$ cat config.mk
export PLATFORM = sky130hd
export DESIGN_NAME = matrix_link_rx
export DESIGN_NICKNAME = d
export VERILOG_FILES = /design/src/rtl/matrix_link_pkg.sv /design/src/rtl/mlink_bit_timer.sv /design/src/rtl/matrix_link_rx.sv
export SDC_FILE = /design/constraint.sdc
export NUM_CORES = 1
export LEC_CHECK = 0
export ABC_AREA = 1
export CAP_MARGIN = 20
export CORE_AREA = 5 5 176 110
export CTS_CLUSTER_DIAMETER = 200
export DETAILED_ROUTE_END_ITERATION = 10
export DIE_AREA = 0 0 181 115
export PLACE_DENSITY_LB_ADDON = 0.12
export REMOVE_ABC_BUFFERS = 1
export SLEW_MARGIN = 5
export SYNTH_ARGS = -nofsm -noshare
export SYNTH_HDL_FRONTEND = slang
export SYNTH_SLANG_ARGS = --single-unit
$ cat constraint.sdc
create_clock -name clk -period 1.6 [get_ports clk]
set_input_delay 0.32 -clock clk [delete_from_list [all_inputs] [get_ports clk]]
set_output_delay 0.32 -clock clk [all_outputs]
set_load 0.03 [all_outputs]
$ cat src/rtl/matrix_link_pkg.sv
// Shared definitions for the matrix serial link (transmitter and receiver).
// Frame on the wire, LSB first:
//   start(0) | row | col[1:0] | data[DATA_W-1:0] | even parity over addr+data | stop(1)
package matrix_link_pkg;

  localparam int unsigned CLKS_PER_BIT_DEF = 16;
  localparam int unsigned DATA_W_DEF       = 8;
  localparam int unsigned ROWS_DEF         = 2;
  localparam int unsigned COLS_DEF         = 4;
  localparam int unsigned ROW_W            = 1;
  localparam int unsigned COL_W            = 2;
  localparam int unsigned ADDR_W           = ROW_W + COL_W;

  // XOR of addr, data and parity bit for a clean frame (even parity).
  localparam logic PARITY_RESIDUE = 1'b0;

  typedef enum logic [2:0] {
    IDLE,
    START,
    ADDR,
    DATA,
    PARITY,
    STOP
  } rx_state_e;

  // Address field as it lands in an LSB-first shift register: row arrives first.
  typedef struct packed {
    logic [COL_W-1:0] col;
    logic [ROW_W-1:0] row;
  } addr_field_t;

  // Reported address order is {row, col}.
  function automatic logic [ADDR_W-1:0] addr_to_rc(input addr_field_t f);
    return {f.row, f.col};
  endfunction

endpackage

$ cat src/rtl/mlink_bit_timer.sv
// Serial-line front end: 2-FF rx synchronizer, falling-edge detect and
// half-/full-bit tick generation for mid-bit sampling.
// Ports:
//   clk, rst   clock, asynchronous active-low reset
//   rx_i       raw serial line (asynchronous)
//   run_i      timer enable; counter held at 0 while low
//   half_i     select half-bit period (start-bit confirm) instead of full bit
//   rx_s_o     synchronized rx
//   fall_c_o   falling edge on synchronized rx (combinational)
//   tick_c_o   sample strobe (combinational), counter reloads on it
module mlink_bit_timer #(
  parameter int unsigned CLKS_PER_BIT = 16
) (
  input  logic clk,
  input  logic rst,
  input  logic rx_i,
  input  logic run_i,
  input  logic half_i,
  output logic rx_s_o,
  output logic fall_c_o,
  output logic tick_c_o
);

  localparam int unsigned CNT_W = $clog2(CLKS_PER_BIT);
  localparam logic [CNT_W-1:0] FULL_M1 = CNT_W'(CLKS_PER_BIT - 1);
  localparam logic [CNT_W-1:0] HALF_M1 = CNT_W'(CLKS_PER_BIT / 2 - 1);

  logic sync1_q, sync2_q, prev_q;
  logic [CNT_W-1:0] cnt_q, cnt_d;

  // Synchronizer plus one delayed copy for edge detection; idle-high on reset.
  always_ff @(posedge clk or negedge rst) begin
    if (!rst) begin
      sync1_q <= 1'b1;
      sync2_q <= 1'b1;
      prev_q  <= 1'b1;
    end else begin
      sync1_q <= rx_i;
      sync2_q <= sync1_q;
      prev_q  <= sync2_q;
    end
  end

  assign rx_s_o   = sync2_q;
  assign fall_c_o = prev_q & ~sync2_q;
  assign tick_c_o = run_i && (cnt_q == (half_i ? HALF_M1 : FULL_M1));

  // Bit timer: 0..period-1, reloads on every sample.
  always_comb begin
    cnt_d = cnt_q;
    if (!run_i || tick_c_o) cnt_d = '0;
    else                    cnt_d = cnt_q + CNT_W'(1);
  end

  always_ff @(posedge clk or negedge rst) begin
    if (!rst) cnt_q <= '0;
    else      cnt_q <= cnt_d;
  end

endmodule

$ cat src/rtl/matrix_link_rx.sv
// Receive end of the matrix serial link: deserializes frames and writes each
// good payload into a ROWS x COLS matrix.
// Ports:
//   clk, rst          clock, asynchronous active-low reset
//   rx                serial line, idles high
//   rd_row, rd_col    read select; r_cell is a combinational read of the matrix
//   r_busy            confirmed start bit through stop-bit sample
//   r_valid / r_err   1-cycle pulses for good / discarded frames
//   r_addr            {row,col} of last good frame
//   frame_cnt         good frames (wraps), err_cnt bad frames (saturates)
module matrix_link_rx
  import matrix_link_pkg::*;
#(
  parameter int unsigned CLKS_PER_BIT = CLKS_PER_BIT_DEF,
  parameter int unsigned DATA_W       = DATA_W_DEF,
  parameter int unsigned ROWS         = ROWS_DEF,
  parameter int unsigned COLS         = COLS_DEF
) (
  input  logic              clk,
  input  logic              rst,
  input  logic              rx,
  input  logic [ROW_W-1:0]  rd_row,
  input  logic [COL_W-1:0]  rd_col,
  output logic [DATA_W-1:0] r_cell,
  output logic              r_busy,
  output logic              r_valid,
  output logic              r_err,
  output logic [ADDR_W-1:0] r_addr,
  output logic [7:0]        frame_cnt,
  output logic [7:0]        err_cnt
);

  localparam int unsigned IDX_W = (DATA_W > 1) ? $clog2(DATA_W) : 1;

  logic rx_s, fall_c, tick_c;

  rx_state_e state_q, state_d;

  logic [IDX_W-1:0]  idx_q, idx_d;
  addr_field_t       abuf_q, abuf_d;
  logic [DATA_W-1:0] dbuf_q, dbuf_d;
  logic              par_q, par_d;
  logic              busy_q, busy_d;
  logic              valid_q, valid_d;
  logic              err_q, err_d;
  logic [ADDR_W-1:0] addr_q, addr_d;
  logic [7:0]        fcnt_q, fcnt_d;
  logic [7:0]        ecnt_q, ecnt_d;
  logic              we_c;

  logic [DATA_W-1:0] mem_q [ROWS][COLS];

  mlink_bit_timer #(.CLKS_PER_BIT(CLKS_PER_BIT)) u_timer (
    .clk      (clk),
    .rst      (rst),
    .rx_i     (rx),
    .run_i    (state_q != IDLE),
    .half_i   (state_q == START),
    .rx_s_o   (rx_s),
    .fall_c_o (fall_c),
    .tick_c_o (tick_c)
  );

  // State register.
  always_ff @(posedge clk or negedge rst) begin
    if (!rst) state_q <= IDLE;
    else      state_q <= state_d;
  end

  // Next state; STOP returns to IDLE at the mid-bit sample so gapless frames are caught.
  always_comb begin
    state_d = state_q;
    case (state_q)
      IDLE:   if (fall_c) state_d = START;
      START:  if (tick_c) state_d = rx_s ? IDLE : ADDR;
      ADDR:   if (tick_c && idx_q == IDX_W'(ADDR_W - 1)) state_d = DATA;
      DATA:   if (tick_c && idx_q == IDX_W'(DATA_W - 1)) state_d = PARITY;
      PARITY: if (tick_c) state_d = STOP;
      STOP:   if (tick_c) state_d = IDLE;
      default: state_d = IDLE;
    endcase
  end

  // Datapath and flag next values.
  always_comb begin
    idx_d   = idx_q;
    abuf_d  = abuf_q;
    dbuf_d  = dbuf_q;
    par_d   = par_q;
    busy_d  = busy_q;
    valid_d = 1'b0;
    err_d   = 1'b0;
    addr_d  = addr_q;
    fcnt_d  = fcnt_q;
    ecnt_d  = ecnt_q;
    we_c    = 1'b0;
    if (tick_c) begin
      case (state_q)
        START: begin
          if (!rx_s) begin
            busy_d = 1'b1;
            idx_d  = '0;
            par_d  = 1'b0;
          end
        end
        ADDR: begin
          abuf_d = addr_field_t'({rx_s, abuf_q[ADDR_W-1:1]});
          par_d  = par_q ^ rx_s;
          idx_d  = (idx_q == IDX_W'(ADDR_W - 1)) ? '0 : idx_q + IDX_W'(1);
        end
        DATA: begin
          dbuf_d = {rx_s, dbuf_q[DATA_W-1:1]};
          par_d  = par_q ^ rx_s;
          idx_d  = (idx_q == IDX_W'(DATA_W - 1)) ? '0 : idx_q + IDX_W'(1);
        end
        PARITY: par_d = par_q ^ rx_s;
        STOP: begin
          busy_d = 1'b0;
          if (rx_s && par_q == PARITY_RESIDUE) begin
            valid_d = 1'b1;
            we_c    = 1'b1;
            addr_d  = addr_to_rc(abuf_q);
            fcnt_d  = fcnt_q + 8'd1;
          end else begin
            err_d = 1'b1;
            if (ecnt_q != 8'hFF) ecnt_d = ecnt_q + 8'd1;
          end
        end
        default: ;
      endcase
    end
  end

  always_ff @(posedge clk or negedge rst) begin
    if (!rst) begin
      idx_q   <= '0;
      abuf_q  <= '0;
      dbuf_q  <= '0;
      par_q   <= 1'b0;
      busy_q  <= 1'b0;
      valid_q <= 1'b0;
      err_q   <= 1'b0;
      addr_q  <= '0;
      fcnt_q  <= '0;
      ecnt_q  <= '0;
    end else begin
      idx_q   <= idx_d;
      abuf_q  <= abuf_d;
      dbuf_q  <= dbuf_d;
      par_q   <= par_d;
      busy_q  <= busy_d;
      valid_q <= valid_d;
      err_q   <= err_d;
      addr_q  <= addr_d;
      fcnt_q  <= fcnt_d;
      ecnt_q  <= ecnt_d;
    end
  end

  // Receive matrix.
  always_ff @(posedge clk or negedge rst) begin
    if (!rst)      mem_q <= '{default: '0};
    else if (we_c) mem_q[abuf_q.row][abuf_q.col] <= dbuf_q;
  end

  assign r_cell    = mem_q[rd_row][rd_col];
  assign r_busy    = busy_q;
  assign r_valid   = valid_q;
  assign r_err     = err_q;
  assign r_addr    = addr_q;
  assign frame_cnt = fcnt_q;
  assign err_cnt   = ecnt_q;

endmodule

==> reports/qor_table.md <==
| Parameter | Value |
|:---|:---|
| Pwr Total | 7.079 mW |
| Total net switching power | 2.204 mW |
| Hold slack final | 0.3336 ns |
| Dpl hpwl | 9852 um |
| Worst rel slew slack | 63.95% |
| Detailed-router iteration count before antenna repair | 7 |
| FF+latch count, synth | 111 |
| Leakage power total | 3.305 nW |
| FILL cells | 1,708 |
| Largest vdd supply drop | 0.4544 mV |
| Clock root cell | sky130_fd_sc_hd__clkbuf_16 |
| Number of buffers added on ports | 35 |
| Max capacitance violation total | 0 |
| Cell types with the largest area share after synthesis | sky130_fd_sc_hd__dfrtp_1 50%, sky130_fd_sc_hd__nand2_1 12%, sky130_fd_sc_hd__o21ai_1 6.3%, sky130_fd_sc_hd__nor2_1 4.9%, sky130_fd_sc_hd__nand3_4 3.3% |
| Total routing resource utilization after global routing | 16.46% |
| Clock tree from TritonCTS | yes |
| Remaining Overflow, GRT | 0 |
| Post-Layout Cell Count | 957 |
| Inserted Clock Buffers | 9 |
| Post-Place Setup Slack | -0.6417 ns |
| Syn. warnings | 0 |
| Core area | 17,640 um^2 |
| Cell Area, Synth | 5363 um^2 |
| DRC | 0 |
| Number of instances in the synthesized netlist | 608 |
| Design Area, Final | 7591 um^2 |
| Portion of total power attributed to the clock network | 33.3% |
| Number of antenna violations at the first check in global routing | 0 |
| H-tree Lvls | 3 |
| Setup repair after global routing missed its margin | yes |
| Part of the Yosys area used for sequential elements | 51.87% |
| Violated checks | setup timing |
| Total number of vias | 4,612 |
| Number of instances in the placed design | 909 |
| Worst endpoint required time | 1.28 ns |
| Placer's final routability congestion estimate | 0.8570 |
| Fraction of layout cells with a size suffix above 1 | 37.66% |
| Sequential cell area | 2783 um^2 |
| Number of antenna repair diodes | 0 |
| Min cycle time layout | 1.790 ns |
| Sequential fraction of design power | 42.7% |
| Hold violation count in the final report | 0 |
| Distinct cells, synth | 33 |
| Number of violations reported at the end of detailed-routing iteration 0 | 337 |
| Synthesized area per cell | 8.820 um^2 |
| Routed wirelength normalized by instance count | 17.31 um |
| Per-cell via count in the routed design | 4.819 |
| Slew at the pin with the worst max-slew slack | 0.5388 ns |
| Fin Clk Skew | 0.009371 ns |
| Clock sink count | 111 |
| Number of global-route vias before repair | 4,640 |
| Peak Freq | 558.6 MHz |
| Crit path max fanout | 2 |
| Standard-cell rows | 38 |
| Die Wd | 181 um |
| CTS Buffer Depth | 2 |
| Kind of critical path | register to primary output |
| Placed inst area | 6307 um^2 |
| Clock-pin slew reported for the worst setup and hold paths after clock tree synthesis | 0.08 ns |
| Layout net count | 726 |
| Type of destination of the critical path | primary output |
| Final setup vio count | 92 |
| Antenna viol nets, final | 0 |
| Signed area change from the synthesized netlist to the final layout | 41.55% |
| Wire length of the first global-routing pass | 26,680 um |
| Fraction of post-synthesis cell area in the top cell type by area | 50.40% |
| Initial Util | 30.40% |
| Boundary pin count | 36 |
| Vertical die dimension | 115 um |
| Share of the core filled with cells in the final layout | 43.03% |
| Arrival time of data at the critical path endpoint | 1.47 ns |
| Detailed-route wire length | 16,560 um |
| Maximum number of pins on one net before global-route repair | 49 |
| Outcome | complete, but fails checks |
| Pins over their slew limit | 0 |
| Kind of launch point of the worst setup path | register |
| Post-route setup TNS | -5.805 ns |
| Share of power burned in combinational logic | 24.1% |
| Worst min-delay path class | input port to async pin |
| Top cell type by total area after synthesis | sky130_fd_sc_hd__dfrtp_1 |
| Final worst path period share | 111.9% |
| Fin worst setup slack | -0.1901 ns |
| Power density over the cells | 932.6 nW/um^2 |
| Total Die Area | 20,820 um^2 |
| Area of combinational cells with multiple inputs | 2912 um^2 |
| Switching part of the total power | 31.13% |
| Insertion delay to the later sink of the worst-skew pair | 0.36 ns |
| Internal cell power | 4.875 mW |
what timing repair did:
item                                    4_1_cts  5_1_grt
pin swaps                                    37       41
gates cloned                                 12        2
endpoints found under the setup margin      105      111
buffers inserted                              9        9
hold buffers                                  1        0
hold endpoints to repair                      8        0
resized for setup                           102      140
cell usage after synthesis, drive strengths merged:
library cell / n
clkinv: 1
nor4: 1
o32ai: 16
a21oi: 4
nand3b: 1
dfrtp: 108
clkbuf: 10
xor2: 5
nor3: 4
nand3: 23
buf: 13
inv: 40
dfstp: 3
nor2: 73
o21ai: 110
xnor2: 8
nand4: 3
nand2: 177
ha: 7
o211ai: 1
cells by family after synthesis:
kind of cell	count (synthesis)	share of synthesized area, %
adders and majority gates	7	1.633
buffers and inverters	64	5.927
DFF	111	51.87
xor gates and xnor gates	13	2.123
AOI/OAI and AO/OA	131	14.44
and+or+nand+nor	282	24.01
power groups by stage:
stage	combinational (mW)	clock, mW	sequential [mW]
2_1_floorplan	0.728	0	3.08
3_3_place_gp	1.38	0	3.06
3_5_place_dp	1.40	0	3.06
4_1_cts	1.58	2.43	3.01
5_1_grt	1.88	2.56	3.04
6_report	1.70	2.35	3.02
layout make-up:
type / instances / area share, %
multi-input cells: 442 / 38.36
flip-flops and latches: 111 / 36.66
repair buffers: 107 / 14.60
well taps: 240 / 3.956
clock buffers: 10 / 3.148
inverters: 41 / 2.225
clock inverters: 5 / 0.8406
repair inverters: 1 / 0.2143
cell usage in the layout (no fill, tap or decap), types with 10 or more instances in the layout:
| master | instances |
|---|---|
| sky130_fd_sc_hd__buf_12 | 12 |
| sky130_fd_sc_hd__inv_1 | 31 |
| sky130_fd_sc_hd__nand2_2 | 61 |
| sky130_fd_sc_hd__o21ai_1 | 71 |
| sky130_fd_sc_hd__o21ai_2 | 30 |
| sky130_fd_sc_hd__dfrtp_1 | 107 |
| sky130_fd_sc_hd__o32ai_2 | 13 |
| sky130_fd_sc_hd__nor2_2 | 10 |
| sky130_fd_sc_hd__nand3_4 | 20 |
| sky130_fd_sc_hd__nand2_1 | 105 |
| sky130_fd_sc_hd__nand2_4 | 10 |
| sky130_fd_sc_hd__nor2_1 | 59 |
| sky130_fd_sc_hd__buf_6 | 15 |
| sky130_fd_sc_hd__buf_4 | 50 |
| sky130_fd_sc_hd__dlygate4sd2_1 | 15 |
| sky130_fd_sc_hd__nand3_1 | 11 |
worst max-delay path, stage by stage (launching register included):
cell	delay [ns]
sky130_fd_sc_hd__dfrtp_1	0.36
sky130_fd_sc_hd__nor2_1	0.05
sky130_fd_sc_hd__o32ai_2	0.36
sky130_fd_sc_hd__nand2_1	0.13
sky130_fd_sc_hd__nand2_2	0.08
sky130_fd_sc_hd__buf_6	0.13
per-layer routing:
layer	wire length [um]	vias up	global-route usage [%]
met1	8546	2276	24.86
met3	723	16	3.320
met5	0	-	0
met4	174	0	3.948
li1	-	2233	-
met2	7119	87	24.31
sequential cells by signal (all words and copies together), names as in the netlist:
register	cells
mem_q	64
dbuf_q	8
err_cnt	8
frame_cnt	8
u_timer.cnt_q	4
abuf_q	3
idx_q	3
r_addr	3
state_q	3
par_q	1
r_busy	1
r_err	1
r_valid	1
u_timer.prev_q	1
u_timer.rx_s_o	1
u_timer.sync1_q	1
final timing paths:
| check | startpoint | end | slack, ns | cells past startpoint |
|---|---|---|---|---|
| min in group clk | u_timer.sync1_q$_DFF_PN1_ | u_timer.rx_s_o$_DFF_PN1_ | 0.36 | 0 |
| max in group asynchronous | rst | u_timer.prev_q$_DFF_PN1_ | 0.72 | 3 |
| worst max register to register | u_timer.cnt_q[0]$_DFF_PN0_ | frame_cnt[0]$_DFFE_PN0P_ | -0.11 | 9 |
| worst min-delay path | rst | err_cnt[2]$_DFFE_PN0P_ | 0.33 | 2 |
| worst min register to register | u_timer.sync1_q$_DFF_PN1_ | u_timer.rx_s_o$_DFF_PN1_ | 0.36 | 0 |
| worst max-delay path | mem_q[60]$_DFFE_PN0P_ | r_cell[4] | -0.19 | 5 |
Note: power is estimated with default switching activity, not from simulation.
